===== src/rtl/half_pkg.sv =====
// Shared types and helpers for the half-precision stream blocks.
package half_pkg;

  typedef logic [15:0] half_t;

  localparam half_t HALF_ZERO = 16'h0000;

  typedef enum logic {FILL0, FILLING} fill_st_e;
  typedef enum logic {SLOT_EMPTY, SLOT_FULL} slot_st_e;

  function automatic int count_width(input int length);
    return $clog2(length + 1);
  endfunction

endpackage


===== src/rtl/half_vec_slot.sv =====
// One-deep registered output slot with valid/ready handshake.
// A load in the same cycle as a drain reloads the slot without a bubble.
module half_vec_slot
  import half_pkg::*;
#(
  parameter int BITS   = 16,
  parameter int LENGTH = 10,
  parameter int CW     = 4
) (
  input  logic                         clk,
  input  logic                         rst,
  input  logic                         load,
  input  logic [LENGTH-1:0][BITS-1:0]  load_data,
  input  logic [CW-1:0]                load_count,
  input  logic                         out_ready,
  output logic                         out_valid,
  output logic [LENGTH-1:0][BITS-1:0]  out_data,
  output logic [CW-1:0]                out_count
);

  slot_st_e st, st_nxt;

  always_ff @(posedge clk or posedge rst) begin
    if (rst) st <= SLOT_EMPTY;
    else     st <= st_nxt;
  end

  always_comb begin
    st_nxt = st;
    case (st)
      SLOT_EMPTY: if (load) st_nxt = SLOT_FULL;
      SLOT_FULL:  if (!load && out_ready) st_nxt = SLOT_EMPTY;
      default:    st_nxt = SLOT_EMPTY;
    endcase
  end

  always_comb begin
    out_valid = (st == SLOT_FULL);
  end

  // Payload only moves on load, so it stays stable while stalled.
  always_ff @(posedge clk or posedge rst) begin
    if (rst) begin
      out_data  <= '0;
      out_count <= '0;
    end else if (load) begin
      out_data  <= load_data;
      out_count <= load_count;
    end
  end

endmodule


===== src/rtl/half_stream_packer.sv =====
// Packs LANES-wide half-precision beats into LENGTH-element vectors.
// Define HALF_PACK_LAST_EN to add in_last for early close with zero padding.
module half_stream_packer
  import half_pkg::*;
#(
  parameter int BITS   = 16,
  parameter int LENGTH = 10,
  parameter int LANES  = 1
) (
  input  logic                         clk,
  input  logic                         rst,
  input  logic                         in_valid,
  output logic                         in_ready,
  input  logic [LANES-1:0][BITS-1:0]   in_data,
`ifdef HALF_PACK_LAST_EN
  input  logic                         in_last,
`endif
  output logic                         out_valid,
  input  logic                         out_ready,
  output logic [LENGTH-1:0][BITS-1:0]  out_data,
  output logic [$clog2(LENGTH+1)-1:0]  out_count
);

  localparam int BEATS = LENGTH / LANES;
  localparam int BW    = (BEATS > 1) ? $clog2(BEATS) : 1;
  localparam int CW    = count_width(LENGTH);

  generate
    if (LENGTH % LANES != 0) begin : g_bad_lanes
      $error("half_stream_packer: LENGTH must be a multiple of LANES");
    end
  endgenerate

  logic [LENGTH-1:0][BITS-1:0] acc, merged;
  logic [BW-1:0]               beat;
  logic [CW-1:0]               load_count;
  logic                        last_beat, closing, slot_free;
  logic                        accept, acc_wr, load;
  fill_st_e                    st, st_nxt;

  assign last_beat = (beat == BW'(BEATS - 1));
  assign slot_free = !out_valid || out_ready;

`ifdef HALF_PACK_LAST_EN
  assign closing = last_beat || in_last;
`else
  assign closing = last_beat;
`endif

  // Current beat's lanes overlay acc; untouched elements are already zero.
  generate
    for (genvar j = 0; j < LENGTH; j++) begin : g_merge
      assign merged[j] = (beat == BW'(j / LANES)) ? in_data[j % LANES] : acc[j];
    end
  endgenerate

  assign load_count = CW'((32'(beat) + 32'd1) * LANES);

  always_ff @(posedge clk or posedge rst) begin
    if (rst) st <= FILL0;
    else     st <= st_nxt;
  end

  always_comb begin
    st_nxt = st;
    case (st)
      FILL0:   if (accept && !closing) st_nxt = FILLING;
      FILLING: if (accept && closing)  st_nxt = FILL0;
      default: st_nxt = FILL0;
    endcase
  end

  always_comb begin
`ifdef HALF_PACK_LAST_EN
    in_ready = slot_free;
`else
    in_ready = !last_beat || slot_free;
`endif
    accept = in_valid && in_ready;
    acc_wr = accept && !closing;
    load   = accept && closing;
  end

  always_ff @(posedge clk or posedge rst) begin
    if (rst) begin
      acc  <= '0;
      beat <= '0;
    end else if (load) begin
      acc  <= '0;
      beat <= '0;
    end else if (acc_wr) begin
      acc  <= merged;
      beat <= beat + BW'(1);
    end
  end

  half_vec_slot #(
    .BITS   (BITS),
    .LENGTH (LENGTH),
    .CW     (CW)
  ) u_slot (
    .clk        (clk),
    .rst        (rst),
    .load       (load),
    .load_data  (merged),
    .load_count (load_count),
    .out_ready  (out_ready),
    .out_valid  (out_valid),
    .out_data   (out_data),
    .out_count  (out_count)
  );

endmodule

===== config.mk =====
export PLATFORM = sky130hd
export DESIGN_NAME = half_stream_packer
export DESIGN_NICKNAME = d
export VERILOG_FILES = /design/src/rtl/half_pkg.sv /design/src/rtl/half_vec_slot.sv /design/src/rtl/half_stream_packer.sv
export SDC_FILE = /design/constraint.sdc
export NUM_CORES = 1
export LEC_CHECK = 0
export CORE_UTILIZATION = 30
export CTS_CLUSTER_DIAMETER = 80
export DETAILED_ROUTE_END_ITERATION = 12
export PLACE_DENSITY = 0.46
export SLEW_MARGIN = 40
export SYNTH_ARGS = -nofsm -noshare
export SYNTH_HDL_FRONTEND = slang
export SYNTH_HIERARCHICAL = 1
export SYNTH_SLANG_ARGS = --single-unit
export TNS_END_PERCENT = 30

===== constraint.sdc =====
create_clock -name clk -period 15 [get_ports clk]
set_clock_uncertainty 0.05 [all_clocks]
set_input_delay 3 -clock clk [delete_from_list [all_inputs] [get_ports clk]]
set_output_delay 3 -clock clk [all_outputs]
set_load 0.005 [all_outputs]

Word-level counts from Yosys, hierarchy flattened

Index checks and enable logic that the tools add are counted.

ROM bits: 0
Memory bits (writable): 0
Flip-flop bits (word level): 329
Memories kept: 0
Latch bits: 0
Logic and storage cells: 63
Output and inout bits: 166
Input bits: 20

Mux-type cells: 17
Add/subtract/negate cells: 2
Multiply operators: 0
Bitwise gates (word level): 1
Div/mod/pow operators: 0
Magnitude comparators: 0
Eq/ne operators: 9
Shifts and indexed selects: 0
Reduce and logical (&&, ||, !) cells: 11

Operators with widths:

| operator            | number |
|---|---|
| $mux 160            | 2 |
| $mux 16             | 10 |
| $eq 4x3->1 const B  | 4 |
| $add 4x1->4 const B | 2 |
| $eq 4x2->1 const B  | 2 |
| $eq 4x4->1 const B  | 2 |
| $mux 4              | 2 |
| $eq 4x1->1 const B  | 1 |
| $logic_and 1x1->1   | 4 |
| $logic_not 4->1     | 1 |
| $logic_not 1->1     | 3 |
| $logic_or 1x1->1    | 2 |
| $mux 1              | 2 |
| $pmux 1 s2          | 1 |
| $reduce_bool 2->1   | 1 |
| $not 1->1           | 1 |

Depth between registers and ports, before layout

Gate-level depths: netlist of the first run.

Depth in word-level cells: 9
Depth in mapped cells: 10
Depth with buffers taken out: 6

Hierarchy

The synthesis of the first run kept the hierarchy.

Modules (own cells, without submodules):

| module             | sequential area each (µm²) | cells each | times used | area each (µm²) |
|---|---|---|---|---|
| half_stream_packer | 4103.9                     | 709        | 1          | 8784.7 |
| half_vec_slot      | 4129.0                     | 350        | 1          | 6187.2 |

Worst setup path before layout of the first run

No wires, ideal clock.

Kind: input to output
From: in out_ready
To: out in_ready
Path buffers: 0
Path slack: 8346 ps
Stages on the path: 2
Data required time: 11950 ps
Arrival time: 3604 ps
Path through: or2b_4 > or2_2

Cells in the longest elaborated chain, start to end: 2

Ends and longest elaborated chain:

| element          | RTL line                 | text |
|---|---|---|
| from (decl)      | half_stream_packer.sv:19 | `input logic out_ready,` |
| $logic_or 1x1->1 | half_stream_packer.sv:42 | `assign slot_free = !out_valid \|\| out_ready;` |
| $logic_or 1x1->1 | half_stream_packer.sv:77 | `in_ready = !last_beat \|\| slot_free;` |
| to (decl)        | half_stream_packer.sv:13 | `output logic in_ready,` |

No other way between the ends.

Final worst setup path of the first run

Ends and elaborated chain as after synthesis.

==> flow_results.org, run 1 <==
** Routing
- After detailed routing, the number of vias per cell comes to roughly 4.7.
- Number of vias after detailed routing :: between 8k and 9k
- WL final :: just over 40 mm
- The pre-antenna-repair detailed-routing pass consisted of 5 iterations.
- Metal1 wirelength :: 19.69 mm
- The detail route stage leaves a number of antenna-violating nets equal to 0.
- In the final routed layout, each cell accounts on average for about 22 um.
- Signal routing reaches up to met4.
- After detailed routing, the number of remaining DRC violations is 0.
- Summed over all nets, wire length on met2 after detailed routing comes to 19.06 mm.
- Drt initial violations :: about 390
- The routed design uses 1.755 mm of met3 wire.

** Hold path
- Worst hold path class :: register to register
- HP Start :: acc[66]$_DFFE_PP0P_

** Clock tree
- Post-cts resize count :: 0
- After clock tree synthesis, the clock-pin slew on the worst setup and hold paths is roughly 0.06 ns.
- CTS Root Buffer Type :: sky130_fd_sc_hd__clkbuf_16
- For this design, the CTS-stage hold fixing added 0 buffers.
- Post-CTS Setup Bufs :: 0
- For the worst-skew pair, the clock arrives at the later sink with an insertion delay of 0.55 ns.
- TritonCTS Sinks :: 329
- Number of H-tree levels :: 2
- TritonCTS built the clock tree.
- No sink is reached through more buffers than the 3 on the longest clock path.
- TritonCTS created 39 clock buffers.

** Global routing
- Maximum number of pins on one net before global-route repair :: 93
- The number of global-route vias before repair is a little over 9k.
- After global routing the overflow that remains totals 0.
- GRT Total Usage :: 16.36%
- The first global-routing pass estimated 61.84 mm of wire.
- The number of antenna violations at the first check in global routing is 2.

** Yosys
- The number of different library cells used by synthesis comes to 48.
- The number of nets handed over by synthesis was 1083.
- Counting flops with an async set or reset pin after synthesis yields a share of between 90% and 100%.
- After synthesis the cells add up to 14970 sq um.
- In the synthesized netlist, the number of instances is ~1.1k.
- Yosys synthesis warning count :: 6
- Synthesis inferred 329 register bits.
- The average instance in the mapped netlist occupies 14.14 sq um.
- Primary flip-flop cell chosen by synthesis mapping :: sky130_fd_sc_hd__dfrtp_1
- The synthesized design contains 0 enable-type register cells.
- Post-synthesis sequential area ratio :: 54.99%

** Die
- Core Footprint :: 49050 sq um
- DIE HEIGHT :: 225.4 um
- Width of the die :: 225.4 um
- In this run the core area contains 81 standard-cell rows.
- The die covers 50800 sq um.
- Starting density of the core :: 30.52%
- Number of placed I/O pins :: 186

** Critical path
- Kind of critical path :: primary input to output pin
- Required time of the critical path :: roughly 12 ns
- Walking the worst path, the cells encountered are clkdlybuf4s50_1, or2b_4, or2_2, clkdlybuf4s50_1.
- Critical path buffers and inverters :: 2
- The largest individual stage delay along the critical path comes from the cell sky130_fd_sc_hd__clkdlybuf4s50_1.
- Slowest stage delay, CP :: 0.50 ns
- Broken down by cell family, the worst path's largest delay share belongs to buffers and inverters.
- Most frequent CP cell :: sky130_fd_sc_hd__clkdlybuf4s50_1
- The worst register-to-register path begins at beat[1]$_DFFE_PP0P_.
- Critical path launch point :: out_ready
- Arrival @ worst endpoint :: between 4 and 5 ns
- Crit path capture type :: output pin
- Kind of launch point of the worst setup path :: primary input
- Maximum net fanout on the critical path :: 8

** Place
- Summed over all nets, the half-perimeter wirelength after detailed placement is 24.83 mm.
- Routability-driven placement finished with a final weighted congestion of 0.6891.
- Number of port buffers :: 185
- Placed cells :: 1828
- DP Worst Slack :: about 7.3 ns

** Power and ir drop
- Power spread over the standard cell area amounts to 203.5 nW/um^2.
- Power, Total :: 3.767 mW
- Leakage power total :: 8.428 nW
- The worst-case IR drop observed on VDD is 0.00006742 V.

** Status
- The run finished with clean final reports.

** Timing
- The final count of pins violating max slew came to 0.
- Headroom to the max-slew limit came out at 43.66%.
- The worst path uses 50.94% of the clock period.
- Slew at the pin closest to its max-slew limit :: 0.8445 ns
- Worst setup margin :: 7.359 ns
- Sum of negative setup slack :: 0 ns
- For the finished layout, the period the worst path requires is 7.641 ns.
- The total count of hold-check failures in the final report came to 0.
- Setup repair after global routing missed its margin :: false
- For this run, the top clock speed supported by timing is 130.9 MHz.
- Finish-stage setup viols :: 0

** Final layout
- Most frequent cells in the layout :: 329 x sky130_fd_sc_hd__dfrtp_1, 304 x sky130_fd_sc_hd__mux2_2, 184 x sky130_fd_sc_hd__clkdlybuf4s50_1, 82 x sky130_fd_sc_hd__a22o_1, 81 x sky130_fd_sc_hd__nand2_1
- The count of cells in the finished layout, fillers not included, comes to 1897.
- The repair_antennas step left the layout with diodes totalling 0.
- In the final layout, the multi-input gates occupy 5956 sq um.
- Number of filler instances in the final layout :: 4714
- The post-route netlist has 36.33% of its cells at a drive strength greater than 1.
- Leaving out fill and tap cells, the most frequent cell in the layout is sky130_fd_sc_hd__dfrtp_1.
- In the final design database the tool counted 1229 nets.
- Compared with the post-synthesis result, the final layout area differs by 23.63%.
- Sequential Area :: 8233 sq um

** Flow run
- The tool flagged a number of max-cap violations equal to 0.
-- worst register-to-register path, cell delays in order, from the launching register on --
cell and delay, ns:
sky130_fd_sc_hd__dfrtp_1 0.42, sky130_fd_sc_hd__inv_1 0.10, sky130_fd_sc_hd__ha_1 0.60, sky130_fd_sc_hd__and4b_4 0.48, sky130_fd_sc_hd__and2_4 0.40, sky130_fd_sc_hd__buf_12 0.44, sky130_fd_sc_hd__buf_16 0.41, sky130_fd_sc_hd__mux2_2 0.50
-- cells in the mapped netlist, types with 3 or more instances --
library cell | n | area (sq um)
sky130_fd_sc_hd__nand2_1 | 81 | 304.0
sky130_fd_sc_hd__buf_4 | 7 | 52.55
sky130_fd_sc_hd__and4b_1 | 3 | 30.03
sky130_fd_sc_hd__mux2_2 | 304 | 3423
sky130_fd_sc_hd__ha_1 | 4 | 50.05
sky130_fd_sc_hd__a22o_1 | 82 | 718.2
sky130_fd_sc_hd__o21ai_0 | 11 | 55.05
sky130_fd_sc_hd__inv_1 | 5 | 18.77
sky130_fd_sc_hd__nor2b_1 | 16 | 100.1
sky130_fd_sc_hd__nand2_2 | 4 | 25.02
sky130_fd_sc_hd__buf_6 | 47 | 529.3
sky130_fd_sc_hd__buf_1 | 16 | 60.06
sky130_fd_sc_hd__clkbuf_1 | 19 | 71.32
sky130_fd_sc_hd__buf_2 | 13 | 65.06
sky130_fd_sc_hd__nand4bb_1 | 3 | 33.78
sky130_fd_sc_hd__a21oi_4 | 3 | 48.80
sky130_fd_sc_hd__mux2_4 | 20 | 300.3
sky130_fd_sc_hd__dfrtp_1 | 329 | 8233
sky130_fd_sc_hd__o21ai_1 | 6 | 30.03
sky130_fd_sc_hd__o2bb2ai_1 | 48 | 420.4
sky130_fd_sc_hd__nor2_4 | 3 | 33.78
-- stage by stage --
stage / hold slack [ns] / area, sq um / utilization (%)
detailed placement: 0.4295 / 17160 / 34.98
global route: 0.4529 / 18510 / 37.74
global placement: 0.4268 / 17040 / 34.74
CTS: 0.4450 / 18500 / 37.72
floorplan: 0.4084 / 14970 / -
finish: 0.4411 / 18510 / 37.74
-- flip-flops by register name, summed over array words and instances, names as in the netlist --
register	flops
beat	4
u_slot/out_valid	1
u_slot/out_count	4
u_slot/out_data	160
acc	160
-- per-layer routing --
metal / track usage, % / up-vias
li1: - / 4102
met1: 23.09 / 4605
met2: 25.52 / 177
met3: 2.999 / 40
met4: 4.652 / 0
met5: 0 / -
-- logic make-up (layout without fill, tap and decap cells) --
| group | Yosys count | after routing | share of synthesized area, % |
|---|---|---|---|
| compound gates | 155 | 155 | 8.850 |
| xor+xnor | 2 | 2 | 0.1170 |
| fa+ha+maj | 4 | 4 | 0.3343 |
| buf+inv | 112 | 286 | 5.574 |
| flops | 329 | 329 | 54.99 |
| mux | 326 | 326 | 25.01 |
| simple gates | 131 | 131 | 5.123 |
-- cell type report --
class,count,share of cell area [%]
Clock buffer,63,6.692
Tap cell,664,4.488
Clock inverter,6,0.5881
Sequential cell,329,44.48
Inverter,7,0.1960
Multi-Input combinational cell,618,32.18
Timing Repair Buffer,210,11.38
-- where the power goes --
| part | internal [mW] | leakage (nW) | switching, mW | total (mW) |
|---|---|---|---|---|
| Combinational | 0.827 | 3.32 | 0.480 | 1.31 |
| Sequential | 1.25 | 4.45 | 0.220 | 1.47 |
| Clock | 0.615 | 0.664 | 0.377 | 0.991 |
| Total | 2.69 | 8.43 | 1.08 | 3.77 |
-- worst paths after layout --
path / slack, ns / to / cells past startpoint
hold / removal: 0.44 / acc[66]$_DFFE_PP0P_ / 1
setup / recovery: 7.36 / in_ready / 4
min in group asynchronous: 2.88 / u_slot/out_data[12]$_DFFE_PP0P_ / 2
max in group asynchronous: 10.46 / acc[113]$_DFFE_PP0P_ / 4
setup reg to reg: 11.48 / u_slot/out_data[97]$_DFFE_PP0P_ / 7
hold reg to reg: 0.44 / acc[66]$_DFFE_PP0P_ / 1
No activity file was read; power rests on OpenSTA's default activity.
==> run 2, diff against run 1 <==
==> constraint.sdc (replaced) <==
create_clock -name clk -period 7.15 [get_ports clk]
set_clock_uncertainty 0.05 [all_clocks]
set_input_delay 1.43 -clock clk [delete_from_list [all_inputs] [get_ports clk]]
set_output_delay 1.43 -clock clk [all_outputs]
set_load 0.005 [all_outputs]
==> run 2 against run 1 <==
  * Utilization is essentially flat
  * Cell count is essentially flat
  * Worst hold slack is essentially flat
  * Critical endpoint unchanged
  * Largest cell class unchanged
  * Highest routed layer unchanged
==> flow_results.org, run 2 (same netlist as run 1, synthesis figures left out) <==
** Timing
- The slew at the pin with the worst max-slew slack came to 0.8212 ns (-0.02329 ns).
- Sum of negative setup slack :: 0 ns (unchanged)
- Portion of the clock cycle consumed by the worst path in the final layout :: 63.17%
- Setup repair after global routing left no endpoint under its margin.
- Worst setup margin :: 2.633 ns (-4.726 ns)
- Worst slew slack as a fraction of its limit :: 45.21% (+1.6 points)
- Post-layout min period :: 4.517 ns
- The final count of pins violating max slew is 0 (unchanged).
- For this run, the top clock speed supported by timing is 221.4 MHz.
- Final hold viol count :: 0 (unchanged)
- Finish-stage setup viols :: 0 (unchanged)

** Global routing
- The number of global-route vias before repair was 9447 (+3.0%).
- GRT Total Usage :: 16.61% (+0.24 points)
- The wire length of the first global-routing pass is 63.04 mm (+1.9%).
- Initial antenna violation count :: 2 (unchanged)
- Maximum number of pins on one net before global-route repair :: 96 (+3.2%)
- The total global routing overflow came to 0 (unchanged).

** Critical path
- The worst setup path is launched from a primary input.
- The data arrival time of the worst path was 3.04 ns (-1.55 ns).
- The critical path is of the primary input to output pin type.
- The required time at the endpoint of the critical path came to 5.67 ns (-6.28 ns).
- Most frequent CP cell :: sky130_fd_sc_hd__clkdlybuf4s50_1
- Worst setup path endpoint :: in_ready
- Among all stages on the critical path, the largest delay is contributed by sky130_fd_sc_hd__clkdlybuf4s50_1.
- The maximum fanout along the worst path is 8 (unchanged).
- Endpoint of the worst-slack reg-to-reg timing path :: u_slot/out_data[51]$_DFFE_PP0P_
- Slowest stage delay, CP :: 0.49 ns (about the same)
- Critical path launch point :: out_ready
- The slack of the worst reg-to-reg path is 4.00 ns (-7.48 ns).
- Crit path capture type :: output pin
- Critical path, cell by cell :: clkdlybuf4s50_1, or2b_4, or2_2, clkdlybuf4s50_1
- The length in cells of the worst reg-to-reg path came to 6 (-1).
- R2R Path Start :: beat[1]$_DFFE_PP0P_

** Die
- Area enclosed by the die boundary :: 50800 sq um (unchanged)
- The height of the die is 225.4 um (unchanged).
- Num rows :: 81 (unchanged)
- Width of the die :: 225.4 um (unchanged)
- Number of placed I/O pins :: 186 (unchanged)
- Starting density of the core :: 30.52% (unchanged)
- Core Footprint :: 49050 sq um (unchanged)

** Power and ir drop
- The maximum ir drop on the vdd rail is 0.0001762 V (+160%).
- Logic pwr share :: 34.5% (-0.2 points)
- Clock network power share :: 26.4% (about the same)
- Sequential fraction of design power :: 39.1% (about the same)
- Switching pwr :: 2.282 mW (+110%)
- The cell area power density is 427.9 nW/um^2 (+110%).
- Internal :: 5.629 mW (+110%)
- The power consumption was 7.912 mW (+110%).
- Switching part of the total :: 28.85% (+0.27 points)
- The leakage dissipation is 8.418 nW (-0.12%).

** Final layout
- Sequential Area :: 8233 sq um (unchanged)
- The library cell used most frequently in the layout, excluding fill and tap cells, is sky130_fd_sc_hd__dfrtp_1.
- The fraction of layout instances using a drive strength above 1 was 36.30% (about the same).
- The number of filler instances in the final layout came to 4733 (+0.40%).
- The final antenna diode count came to 0 (unchanged).
- Area growth from synthesis to layout :: 23.49%
- The number of nets at the end of the flow is 1227 (-0.16%).
- The total area of multi-input combinational cells came to 5959 sq um (about the same).
- Finished Layout Cells :: 1898 (+0.053%)
- In the layout the commonest cells are 329 x sky130_fd_sc_hd__dfrtp_1, 304 x sky130_fd_sc_hd__mux2_2, 183 x sky130_fd_sc_hd__clkdlybuf4s50_1, 82 x sky130_fd_sc_hd__a22o_1, 81 x sky130_fd_sc_hd__nand2_1.
- Largest regs :: acc x160, u_slot/out_data x160

** Clock tree
- TritonCTS built the clock tree.
- Post-cts resize count :: 0 (unchanged)
- The clock-pin slew reported for the worst setup and hold paths after clock tree synthesis is 0.06 ns (about the same).
- The number of buffers created by CTS is 40 (+2.6%).
- Clock latency at the later pin of the worst-skew pair :: 0.56 ns (about the same)
- The hold-fix buffer count after cts was 0 (unchanged).
- CTS Root Buffer Type :: sky130_fd_sc_hd__clkbuf_16
- The deepest level of the CTS H-tree was 2 (unchanged).
- The number of clock sinks is 329 (unchanged).
- Clk buf depth :: 3 (unchanged)
- The number of post-CTS setup repair buffers is 0 (unchanged).

** Hold path
- The path class of the tightest hold or removal check is register to register.

** Place
- Placed cells :: 1825 (-0.16%)
- The final weighted congestion of routability-driven global placement is 0.7127 (+3.4%).
- Number of port buffers :: 185 (unchanged)
- Post-detailed-placement half-perimeter wirelength :: 24.84 mm (about the same)
- DP Worst Slack :: 2.611 ns (-4.716 ns)

** Routing
- Post-route ant nets :: 0 (unchanged)
- Routed WL per cell :: 21.68 um (about the same)
- The total via count after detailed routing is 8940 (+0.18%).
- The detailed-route DRC error count came to 0 (unchanged).
- The vias per cell is 4.710 (+0.13%).
- The routed wire length came to 41.15 mm (unchanged).
- The detailed-router iteration count before antenna repair is 4 (-1).
- The number of DRC markers in iteration 0 was 463 (+18%).

** Flow run
- The number of max-capacitance violations reported was 0 (unchanged).

** Status
- Status :: finished, final reports clean
run 2: per-layer routing:
metal | track usage, % | up-vias | routed length (um) | part of all wire (%)
li1 | - | 4095 | - | -
met1 | 23.64 | 4608 | 19360 | 47
met2 | 25.94 | 192 | 19300 | 47
met3 | 3.364 | 45 | 1886 | 4.6
met4 | 3.555 | 0 | 607 | 1.5
met5 | 0 | - | 0 | 0
run 2: cell type report:
| cell class | count | area share (%) |
|---|---|---|
| flip-flops and latches | 329 | 44.53 |
| multi-input cells | 618 | 32.23 |
| repair buffers | 207 | 11.15 |
| clock buffers | 62 | 6.578 |
| well taps | 664 | 4.493 |
| clock inverters | 11 | 0.7985 |
| inverters | 7 | 0.2233 |
run 2: through the flow:
step	hold slack (ns)	utilization [%]	cell area, sq um
3_3_place_gp	0.4276	34.78	17060
3_5_place_dp	0.4285	34.89	17120
5_1_grt	0.4556	37.69	18490
6_report	0.4407	37.69	18490
4_1_cts	0.4461	37.67	18480
2_1_floorplan	0.4084	-	14970
run 2: how the worst min path moves through the flow:
stage | startpoint | cells after the start | slack, ns | to
finish | acc[140]$_DFFE_PP0P_ | 1 | 0.44 | acc[140]$_DFFE_PP0P_
global route | acc[109]$_DFFE_PP0P_ | 1 | 0.46 | acc[109]$_DFFE_PP0P_
CTS | acc[79]$_DFFE_PP0P_ | 1 | 0.45 | acc[79]$_DFFE_PP0P_
detailed placement | acc[95]$_DFFE_PP0P_ | 1 | 0.43 | acc[95]$_DFFE_PP0P_
global placement | acc[128]$_DFFE_PP0P_ | 1 | 0.43 | acc[128]$_DFFE_PP0P_
floorplan | acc[144]$_DFFE_PP0P_ | 1 | 0.41 | acc[144]$_DFFE_PP0P_
run 2: power by group through the flow:
stage          Combinational, mW  Sequential, mW  Clock (mW)
2_1_floorplan               1.63            3.00           0
3_3_place_gp                2.72            3.12           0
3_5_place_dp                2.77            3.13           0
4_1_cts                     2.78            3.11        2.16
5_1_grt                     2.97            3.20        2.24
6_report                    2.73            3.09        2.09
run 2: worst max-delay path, delay by kind of cell:
| kind | cells | cell delay, ns |
|---|---|---|
| buf+inv | 2 | 0.93 |
| simple gates | 2 | 0.67 |
